===== src/rtl/instr_fetch_unit_if.sv =====
// Fetch-unit bus bundle: PC-side request, instruction-memory port and
// decode-side handshake. The fetch unit is the slave; its environment is the master.
interface instr_fetch_unit_if #(
  parameter int ADDR_WIDTH = 32,
  parameter int DATA_WIDTH = 32
);
  logic [ADDR_WIDTH-1:0] fetch_addr;
  logic                  fetch_req;
  logic                  fetch_ack;
  logic                  flush;
  logic                  mem_req;
  logic [ADDR_WIDTH-1:0] mem_addr;
  logic                  mem_gnt;
  logic                  mem_rvalid;
  logic [DATA_WIDTH-1:0] mem_rdata;
  logic                  instr_valid;
  logic [ADDR_WIDTH-1:0] instr_addr;
  logic [DATA_WIDTH-1:0] instr_data;
  logic                  instr_ready;

  modport slave (
    input  fetch_addr, fetch_req, flush, mem_gnt, mem_rvalid, mem_rdata, instr_ready,
    output fetch_ack, mem_req, mem_addr, instr_valid, instr_addr, instr_data
  );

  modport master (
    output fetch_addr, fetch_req, flush, mem_gnt, mem_rvalid, mem_rdata, instr_ready,
    input  fetch_ack, mem_req, mem_addr, instr_valid, instr_addr, instr_data
  );
endinterface


===== src/rtl/instr_fetch_unit.sv =====
// Instruction fetch stage: issues in-order memory reads for PC addresses,
// buffers returned words in a slot FIFO and presents {addr, data} to decode.
// A flush drops buffered entries and counts in-flight responses to discard.
module instr_fetch_unit #(
  parameter int ADDR_WIDTH = 32,
  parameter int DATA_WIDTH = 32,
  parameter int FIFO_DEPTH = 4
) (
  input logic              clk,
  input logic              reset,
  instr_fetch_unit_if.slave bus
);
  localparam int IW = $clog2(FIFO_DEPTH);
  localparam int PW = IW + 1;
  localparam logic [PW-1:0] DEPTH_C = PW'(FIFO_DEPTH);
  localparam logic [PW-1:0] ONE     = PW'(1);

  logic [PW-1:0]         alloc_ptr, fill_ptr, rd_ptr, drop_cnt;
  logic [ADDR_WIDTH-1:0] slot_addr [FIFO_DEPTH];
  logic [DATA_WIDTH-1:0] slot_data [FIFO_DEPTH];
  logic [FIFO_DEPTH-1:0] slot_filled;

  logic [IW-1:0] alloc_idx, fill_idx, rd_idx;
  logic [PW-1:0] used, in_flight, flush_sum, flush_drop;
  logic          fill_ok, head_valid, pop;

  // Credit accounting, request issue and head-of-queue presentation.
  always_comb begin
    alloc_idx  = alloc_ptr[IW-1:0];
    fill_idx   = fill_ptr[IW-1:0];
    rd_idx     = rd_ptr[IW-1:0];
    // used never exceeds FIFO_DEPTH, so PW bits hold it without overflow
    used       = (alloc_ptr - rd_ptr) + drop_cnt;
    in_flight  = alloc_ptr - fill_ptr;

    bus.mem_req   = bus.fetch_req & ~bus.flush & ~reset & (used < DEPTH_C);
    bus.mem_addr  = bus.fetch_addr;
    bus.fetch_ack = bus.mem_req & bus.mem_gnt;

    fill_ok    = bus.mem_rvalid & (drop_cnt == '0) & (fill_ptr != alloc_ptr);
    head_valid = slot_filled[rd_idx] & (rd_ptr != fill_ptr);
    pop        = head_valid & bus.instr_ready;

    bus.instr_valid = head_valid;
    bus.instr_addr  = slot_addr[rd_idx];
    bus.instr_data  = slot_data[rd_idx];

    // an rvalid arriving in the flush cycle consumes one of the drops itself
    flush_sum  = drop_cnt + in_flight;
    flush_drop = (bus.mem_rvalid && flush_sum != '0) ? flush_sum - ONE : flush_sum;
  end

  // Pointer, drop counter and slot updates; flush overrides allocate/fill/pop.
  always_ff @(posedge clk or posedge reset) begin
    if (reset) begin
      alloc_ptr   <= '0;
      fill_ptr    <= '0;
      rd_ptr      <= '0;
      drop_cnt    <= '0;
      slot_filled <= '0;
      slot_addr   <= '{default: '0};
      slot_data   <= '{default: '0};
    end else if (bus.flush) begin
      alloc_ptr   <= rd_ptr;
      fill_ptr    <= rd_ptr;
      slot_filled <= '0;
      drop_cnt    <= flush_drop;
    end else begin
      if (bus.fetch_ack) begin
        slot_addr[alloc_idx]   <= bus.fetch_addr;
        slot_filled[alloc_idx] <= 1'b0;
        alloc_ptr              <= alloc_ptr + ONE;
      end
      if (bus.mem_rvalid && drop_cnt != '0) begin
        drop_cnt <= drop_cnt - ONE;
      end else if (fill_ok) begin
        slot_data[fill_idx]   <= bus.mem_rdata;
        slot_filled[fill_idx] <= 1'b1;
        fill_ptr              <= fill_ptr + ONE;
      end
      if (pop) begin
        slot_filled[rd_idx] <= 1'b0;
        rd_ptr              <= rd_ptr + ONE;
      end
    end
  end
endmodule


===== src/flat_wrapper.sv =====
// flat-port wrapper written by rule: the top's interface ports become plain ports
module instr_fetch_unit_flat 
#(
  parameter int ADDR_WIDTH = 32,
  parameter int DATA_WIDTH = 32,
  parameter int FIFO_DEPTH = 4
)
  (clk, reset, bus_fetch_addr, bus_fetch_req, bus_flush, bus_mem_gnt, bus_mem_rvalid, bus_mem_rdata, bus_instr_ready, bus_fetch_ack, bus_mem_req, bus_mem_addr, bus_instr_valid, bus_instr_addr, bus_instr_data);
  instr_fetch_unit_if #(.ADDR_WIDTH(ADDR_WIDTH), .DATA_WIDTH(DATA_WIDTH)) bus_i ();
  input logic clk;
  input logic reset;
  input wire logic [$bits(bus_i.fetch_addr)-1:0] bus_fetch_addr;
  input wire logic [$bits(bus_i.fetch_req)-1:0] bus_fetch_req;
  input wire logic [$bits(bus_i.flush)-1:0] bus_flush;
  input wire logic [$bits(bus_i.mem_gnt)-1:0] bus_mem_gnt;
  input wire logic [$bits(bus_i.mem_rvalid)-1:0] bus_mem_rvalid;
  input wire logic [$bits(bus_i.mem_rdata)-1:0] bus_mem_rdata;
  input wire logic [$bits(bus_i.instr_ready)-1:0] bus_instr_ready;
  output wire logic [$bits(bus_i.fetch_ack)-1:0] bus_fetch_ack;
  output wire logic [$bits(bus_i.mem_req)-1:0] bus_mem_req;
  output wire logic [$bits(bus_i.mem_addr)-1:0] bus_mem_addr;
  output wire logic [$bits(bus_i.instr_valid)-1:0] bus_instr_valid;
  output wire logic [$bits(bus_i.instr_addr)-1:0] bus_instr_addr;
  output wire logic [$bits(bus_i.instr_data)-1:0] bus_instr_data;
  assign bus_i.fetch_addr = bus_fetch_addr;
  assign bus_i.fetch_req = bus_fetch_req;
  assign bus_i.flush = bus_flush;
  assign bus_i.mem_gnt = bus_mem_gnt;
  assign bus_i.mem_rvalid = bus_mem_rvalid;
  assign bus_i.mem_rdata = bus_mem_rdata;
  assign bus_i.instr_ready = bus_instr_ready;
  assign bus_fetch_ack = bus_i.fetch_ack;
  assign bus_mem_req = bus_i.mem_req;
  assign bus_mem_addr = bus_i.mem_addr;
  assign bus_instr_valid = bus_i.instr_valid;
  assign bus_instr_addr = bus_i.instr_addr;
  assign bus_instr_data = bus_i.instr_data;
  instr_fetch_unit #(.ADDR_WIDTH(ADDR_WIDTH), .DATA_WIDTH(DATA_WIDTH), .FIFO_DEPTH(FIFO_DEPTH)) u_core (.clk(clk), .reset(reset), .bus(bus_i));
endmodule

===== config.mk =====
export PLATFORM = sky130hd
export DESIGN_NAME = instr_fetch_unit_flat
export DESIGN_NICKNAME = d
export VERILOG_FILES = /design/src/rtl/instr_fetch_unit_if.sv /design/src/rtl/instr_fetch_unit.sv /design/src/flat_wrapper.sv
export SDC_FILE = /design/constraint.sdc
export NUM_CORES = 1
export LEC_CHECK = 0
export ABC_AREA = 1
export BUFFER_PORTS_ARGS = -buffer_cell sky130_fd_sc_hd__buf_2
export CAP_MARGIN = 5
export CELL_PAD_IN_SITES_DETAIL_PLACEMENT = 1
export CELL_PAD_IN_SITES_GLOBAL_PLACEMENT = 2
export CORE_MARGIN = 4
export CORE_UTILIZATION = 37
export CTS_CLUSTER_DIAMETER = 40
export DETAILED_ROUTE_END_ITERATION = 8
export PLACE_DENSITY_LB_ADDON = 0.12
export SLEW_MARGIN = 40
export SYNTH_ARGS = -nofsm -noshare
export SYNTH_HDL_FRONTEND = slang
export SYNTH_SLANG_ARGS = --single-unit

===== constraint.sdc =====
create_clock -name clk -period 22.9 [get_ports clk]
set_input_delay 2.29 -clock clk [delete_from_list [all_inputs] [get_ports clk]]
set_output_delay 2.29 -clock clk [all_outputs]
set_load 0.05 [all_outputs]

==> report_table.html <==
<table>
<tr><th>Metric</th><th>Value</th></tr>
<tr><th colspan="2">Run status</th></tr>
<tr><td>Status</td><td>finished clean</td></tr>
<tr><th colspan="2">Clock network</th></tr>
<tr><td>CTS clock-pin slew for the worst setup and hold paths</td><td>around 0.050 ns</td></tr>
<tr><td>CTS sink count</td><td>272</td></tr>
<tr><td>TritonCTS clock tree</td><td>yes</td></tr>
<tr><td>Post-CTS setup-driven buffer insertion count</td><td>0</td></tr>
<tr><td>Cts bufs inserted</td><td>51</td></tr>
<tr><td>Clock root buffer master</td><td>clkbuf_16</td></tr>
<tr><td>Post-CTS sizing</td><td>0</td></tr>
<tr><td>Buffer depth of the longest clock path</td><td>3</td></tr>
<tr><td>Clock Latency Late Sink</td><td>between 0.5 and 0.6 ns</td></tr>
<tr><td>H-tree Lvls</td><td>2</td></tr>
<tr><td>Number of hold buffers added after CTS</td><td>0</td></tr>
<tr><th colspan="2">Synthesis</th></tr>
<tr><td>Simple-gate portion of the synthesized area</td><td>0.218</td></tr>
<tr><td>Library cells used by synthesis</td><td>33</td></tr>
<tr><td>Net Count, Synth</td><td>1,668</td></tr>
<tr><td>Main combinational cell family by area after synthesis</td><td>simple AND/OR/NAND/NOR gates</td></tr>
<tr><td>Async set or reset register ratio after synthesis</td><td>1.00</td></tr>
<tr><td>Average cell area after synthesis</td><td>roughly 8.3 um2</td></tr>
<tr><td>XOR/XNOR Fraction of Synth Area</td><td>0.00866</td></tr>
<tr><td>Adder-cell area share of the yosys netlist</td><td>0.0239</td></tr>
<tr><td>Number of synthesized register bits</td><td>272</td></tr>
<tr><td>Cell area after synthesis</td><td>about 13,000 um2</td></tr>
<tr><td>Register area share after synthesis</td><td>0.523</td></tr>
<tr><td>Yosys synthesis warning count</td><td>0</td></tr>
<tr><td>Number of enable flip-flop cells after synthesis</td><td>0</td></tr>
<tr><td>Synth Instances</td><td>1,574</td></tr>
<tr><td>Primary flip-flop cell chosen by synthesis mapping</td><td>dfrtp_1</td></tr>
<tr><td>Proportion of synthesized area in mux cells</td><td>0</td></tr>
<tr><td>Synthesized-area fraction occupied by ao, oa, aoi and oai cells</td><td>0.149</td></tr>
<tr><th colspan="2">GRT</th></tr>
<tr><td>Pin count of the biggest net entering global routing</td><td>151</td></tr>
<tr><td>Antenna violations before repair</td><td>0</td></tr>
<tr><td>Total track usage</td><td>0.207</td></tr>
<tr><td>Wire length of the first global-routing pass</td><td>64,000 um</td></tr>
<tr><td>Total gr overflow</td><td>0</td></tr>
<tr><td>Via count of the first global-routing pass</td><td>about 12,000</td></tr>
<tr><th colspan="2">Routing</th></tr>
<tr><td>Iter 0 DRT Violations</td><td>418</td></tr>
<tr><td>Antenna Nets Post-Route</td><td>0</td></tr>
<tr><td>Number of detailed-route iterations in the first pass</td><td>5</td></tr>
<tr><td>Total via count after detailed routing</td><td>10,937</td></tr>
<tr><td>Residual DRC</td><td>0</td></tr>
<tr><td>Post-Route WL</td><td>just under 40,000 um</td></tr>
<tr><td>Via/cell ratio</td><td>5.03</td></tr>
<tr><td>Routed WL per cell</td><td>18.2 um</td></tr>
<tr><th colspan="2">Power and ir drop</th></tr>
<tr><td>Power density over the cells</td><td>between 150 and 200 nW/um2</td></tr>
<tr><td>Leak pwr</td><td>8.17 nW</td></tr>
<tr><td>Max IR drop VDD</td><td>0.0758 mV</td></tr>
<tr><td>Total power after layout</td><td>0.00277 W</td></tr>
<tr><th colspan="2">Place</th></tr>
<tr><td>HPWL after detailed placement</td><td>between 20,000 and 25,000 um</td></tr>
<tr><td>IO Port Bufs</td><td>~170</td></tr>
<tr><td>Instance area at placement</td><td>13,800 um2</td></tr>
<tr><td>Weighted congestion at the end of routability-driven global placement</td><td>about 0.75</td></tr>
<tr><th colspan="2">Setup path</th></tr>
<tr><td>Arr. time, crit path</td><td>3.58 ns</td></tr>
<tr><td>Required time worst endpoint</td><td>20.61 ns</td></tr>
<tr><td>Register-to-Register Setup Slack</td><td>between 15 and 20 ns</td></tr>
<tr><td>End of the worst register-to-register path</td><td>u_core.slot_addr[18]$_DFFE_PP0P_</td></tr>
<tr><td>Critical path peak fanout</td><td>13</td></tr>
<tr><td>Kind of end point of the critical path</td><td>primary output</td></tr>
<tr><td>Worst reg-to-reg path cell count</td><td>13</td></tr>
<tr><td>Path type of the worst setup path</td><td>in -&gt; out</td></tr>
<tr><td>Nature of the critical path startpoint</td><td>input pin</td></tr>
<tr><td>Launch point of the worst reg-to-reg path</td><td>u_core.alloc_ptr[1]$_DFFE_PP0P_</td></tr>
<tr><th colspan="2">Final layout</th></tr>
<tr><td>Area occupied by registers</td><td>6810 um2</td></tr>
<tr><td>Fillers</td><td>4,143</td></tr>
<tr><td>Synth-to-Final Area Change</td><td>21.1%</td></tr>
<tr><td>Total inserted antenna cells</td><td>0</td></tr>
<tr><td>Multi-input gate area in the final layout</td><td>5210 um2</td></tr>
<tr><td>Final std cell area, no fill</td><td>15,800 um2</td></tr>
<tr><td>Total number of nets in the final design</td><td>1,772</td></tr>
<tr><td>Share of cells above drive strength 1</td><td>0.185</td></tr>
<tr><th colspan="2">Timing</th></tr>
<tr><td>Sum of negative setup slack</td><td>0 ns</td></tr>
<tr><td>Total count of max-transition violations in the final report</td><td>0</td></tr>
<tr><td>Fraction of the cycle the final worst path needs</td><td>0.256</td></tr>
<tr><td>Actual transition at the worst max-transition pin</td><td>0.819 ns</td></tr>
<tr><td>Tmin final</td><td>5.87 ns</td></tr>
<tr><td>Final count of negative-setup-slack endpoints</td><td>0</td></tr>
<tr><td>Hold Vio Cnt, Final</td><td>0</td></tr>
<tr><td>Post-route clock skew</td><td>~0.013 ns</td></tr>
<tr><td>Achievable frequency</td><td>approximately 170 MHz</td></tr>
<tr><td>RSZ-0062 raised after global routing</td><td>false</td></tr>
<tr><td>Max transition margin</td><td>0.453</td></tr>
<tr><th colspan="2">Min path</th></tr>
<tr><td>Worst Hold Class</td><td>reg -&gt; reg</td></tr>
<tr><td>Worst hold endpoint</td><td>u_core.slot_addr[77]$_DFFE_PP0P_</td></tr>
<tr><td>Start point of the worst min-delay path</td><td>u_core.slot_addr[77]$_DFFE_PP0P_</td></tr>
<tr><td>Min-Delay Path Depth</td><td>2</td></tr>
<tr><th colspan="2">Die</th></tr>
<tr><td>Die span in x</td><td>196 um</td></tr>
<tr><td>Initial core utilization</td><td>0.376</td></tr>
<tr><td>I/O Pins</td><td>170</td></tr>
<tr><td>Number of cell rows</td><td>68</td></tr>
<tr><td>Core Region</td><td>34,600 um2</td></tr>
<tr><td>DIE AREA</td><td>approximately 38,000 um2</td></tr>
<tr><td>Height of the die</td><td>196 um</td></tr>
<tr><th colspan="2">Flow run</th></tr>
<tr><td>Max Cap Violations</td><td>0</td></tr>
</table>
==> cell type report <==
cell class                      count  area share
Clock buffer                       60      0.0889
Sequential cell                   272       0.432
Timing Repair Buffer              178      0.0605
Clock inverter                     33      0.0325
Multi-Input combinational cell   1101       0.331
Inverter                           74      0.0187
Tap cell                          455      0.0361
==> cell usage after synthesis, types with 10 or more instances <==
master	instances	area (um2)
dfrtp_1	272	6810
nand2_1	563	2110
a21oi_1	10	50.1
ha_1	20	250
inv_1	68	255
nor2_1	136	510
buf_2	21	105
o21ai_2	23	201
clkbuf_1	50	188
o21ai_1	101	505
o21ai_0	141	706
buf_4	44	330
o22ai_1	64	400
==> per-layer routing <==
metal	GRT usage	routed length (um)	vias to the layer above
met1	0.276	18000	5407
met2	0.345	18600	206
li1	-	-	5259
met5	0	0	-
met3	0.0404	2100	65
met4	0.0600	862	0
==> registers in the layout (all words and copies together), names as in the netlist <==
| name | flops |
|---|---|
| u_core.slot_filled | 4 |
| u_core.fill_ptr | 3 |
| u_core.alloc_ptr | 3 |
| u_core.slot_addr | 128 |
| u_core.slot_data | 128 |
| u_core.drop_cnt | 3 |
| u_core.rd_ptr | 3 |
==> placed cells by master (no fill, tap or decap), drive strengths merged, types with 3 or more instances in the layout <==
cell	Yosys	final
buf	76	178
clkinv	0	13
clkinvlp	0	5
ha	20	20
a21oi	10	10
clkbuf	51	60
nand3	5	5
o22ai	64	64
o21ai	265	265
xor2	3	3
dfrtp	272	272
o211ai	4	4
xnor2	9	9
nand4	4	4
nand2	569	569
nor2	138	138
inv	74	77
bufinv	0	12
fa	3	3
==> critical path, stage by stage <==
cell	delay (ns)
buf_2	0.21
inv_2	0.20
nand2_1	0.12
nor2_4	0.26
nand3_1	0.14
inv_1	0.08
buf_2	0.26
==> stage by stage <==
| stage | cells | hold WS [ns] | util | setup slack, ns |
|---|---|---|---|---|
| 6_report | 2173 | 0.472 | 0.455 | 17.03 |
| 5_1_grt | 2173 | 0.485 | 0.455 | 16.90 |
| 4_1_cts | 2172 | 0.474 | 0.454 | 17.00 |
| 3_5_place_dp | 2079 | 0.460 | 0.399 | 17.01 |
| 3_3_place_gp | 2079 | 0.456 | 0.398 | 17.03 |
| 2_1_floorplan | 1574 | 0.444 | - | 13.11 |
==> worst max-delay path by stage <==
stage                                                 end  depth (start not counted)  slack, ns  startpoint
final                                       bus_fetch_ack                          7      17.03   bus_flush
after global placement                      bus_fetch_ack                          7      17.03   bus_flush
after global routing                        bus_fetch_ack                          7      16.90   bus_flush
after detailed placement                    bus_fetch_ack                          7      17.01   bus_flush
after floorplan           u_core.alloc_ptr[0]$_DFFE_PP0P_                          1      13.11       reset
after CTS                                   bus_fetch_ack                          7      17.00   bus_flush
==> where the power goes <==
group          total [W]  switching [W]  internal (W)
Combinational    0.00116       0.000832      0.000324
Sequential      0.000781       0.000118      0.000663
Clock           0.000834       0.000263      0.000571
Total            0.00277        0.00121       0.00156
==> logic make-up after synthesis <==
group / count (synthesis)
AOI/OAI and AO/OA: 349
xor gates and xnor gates: 12
adders and majority gates: 23
buffers and inverters: 201
DFF: 272
and+or+nand+nor: 717
Power figures use the tool's default switching activity.
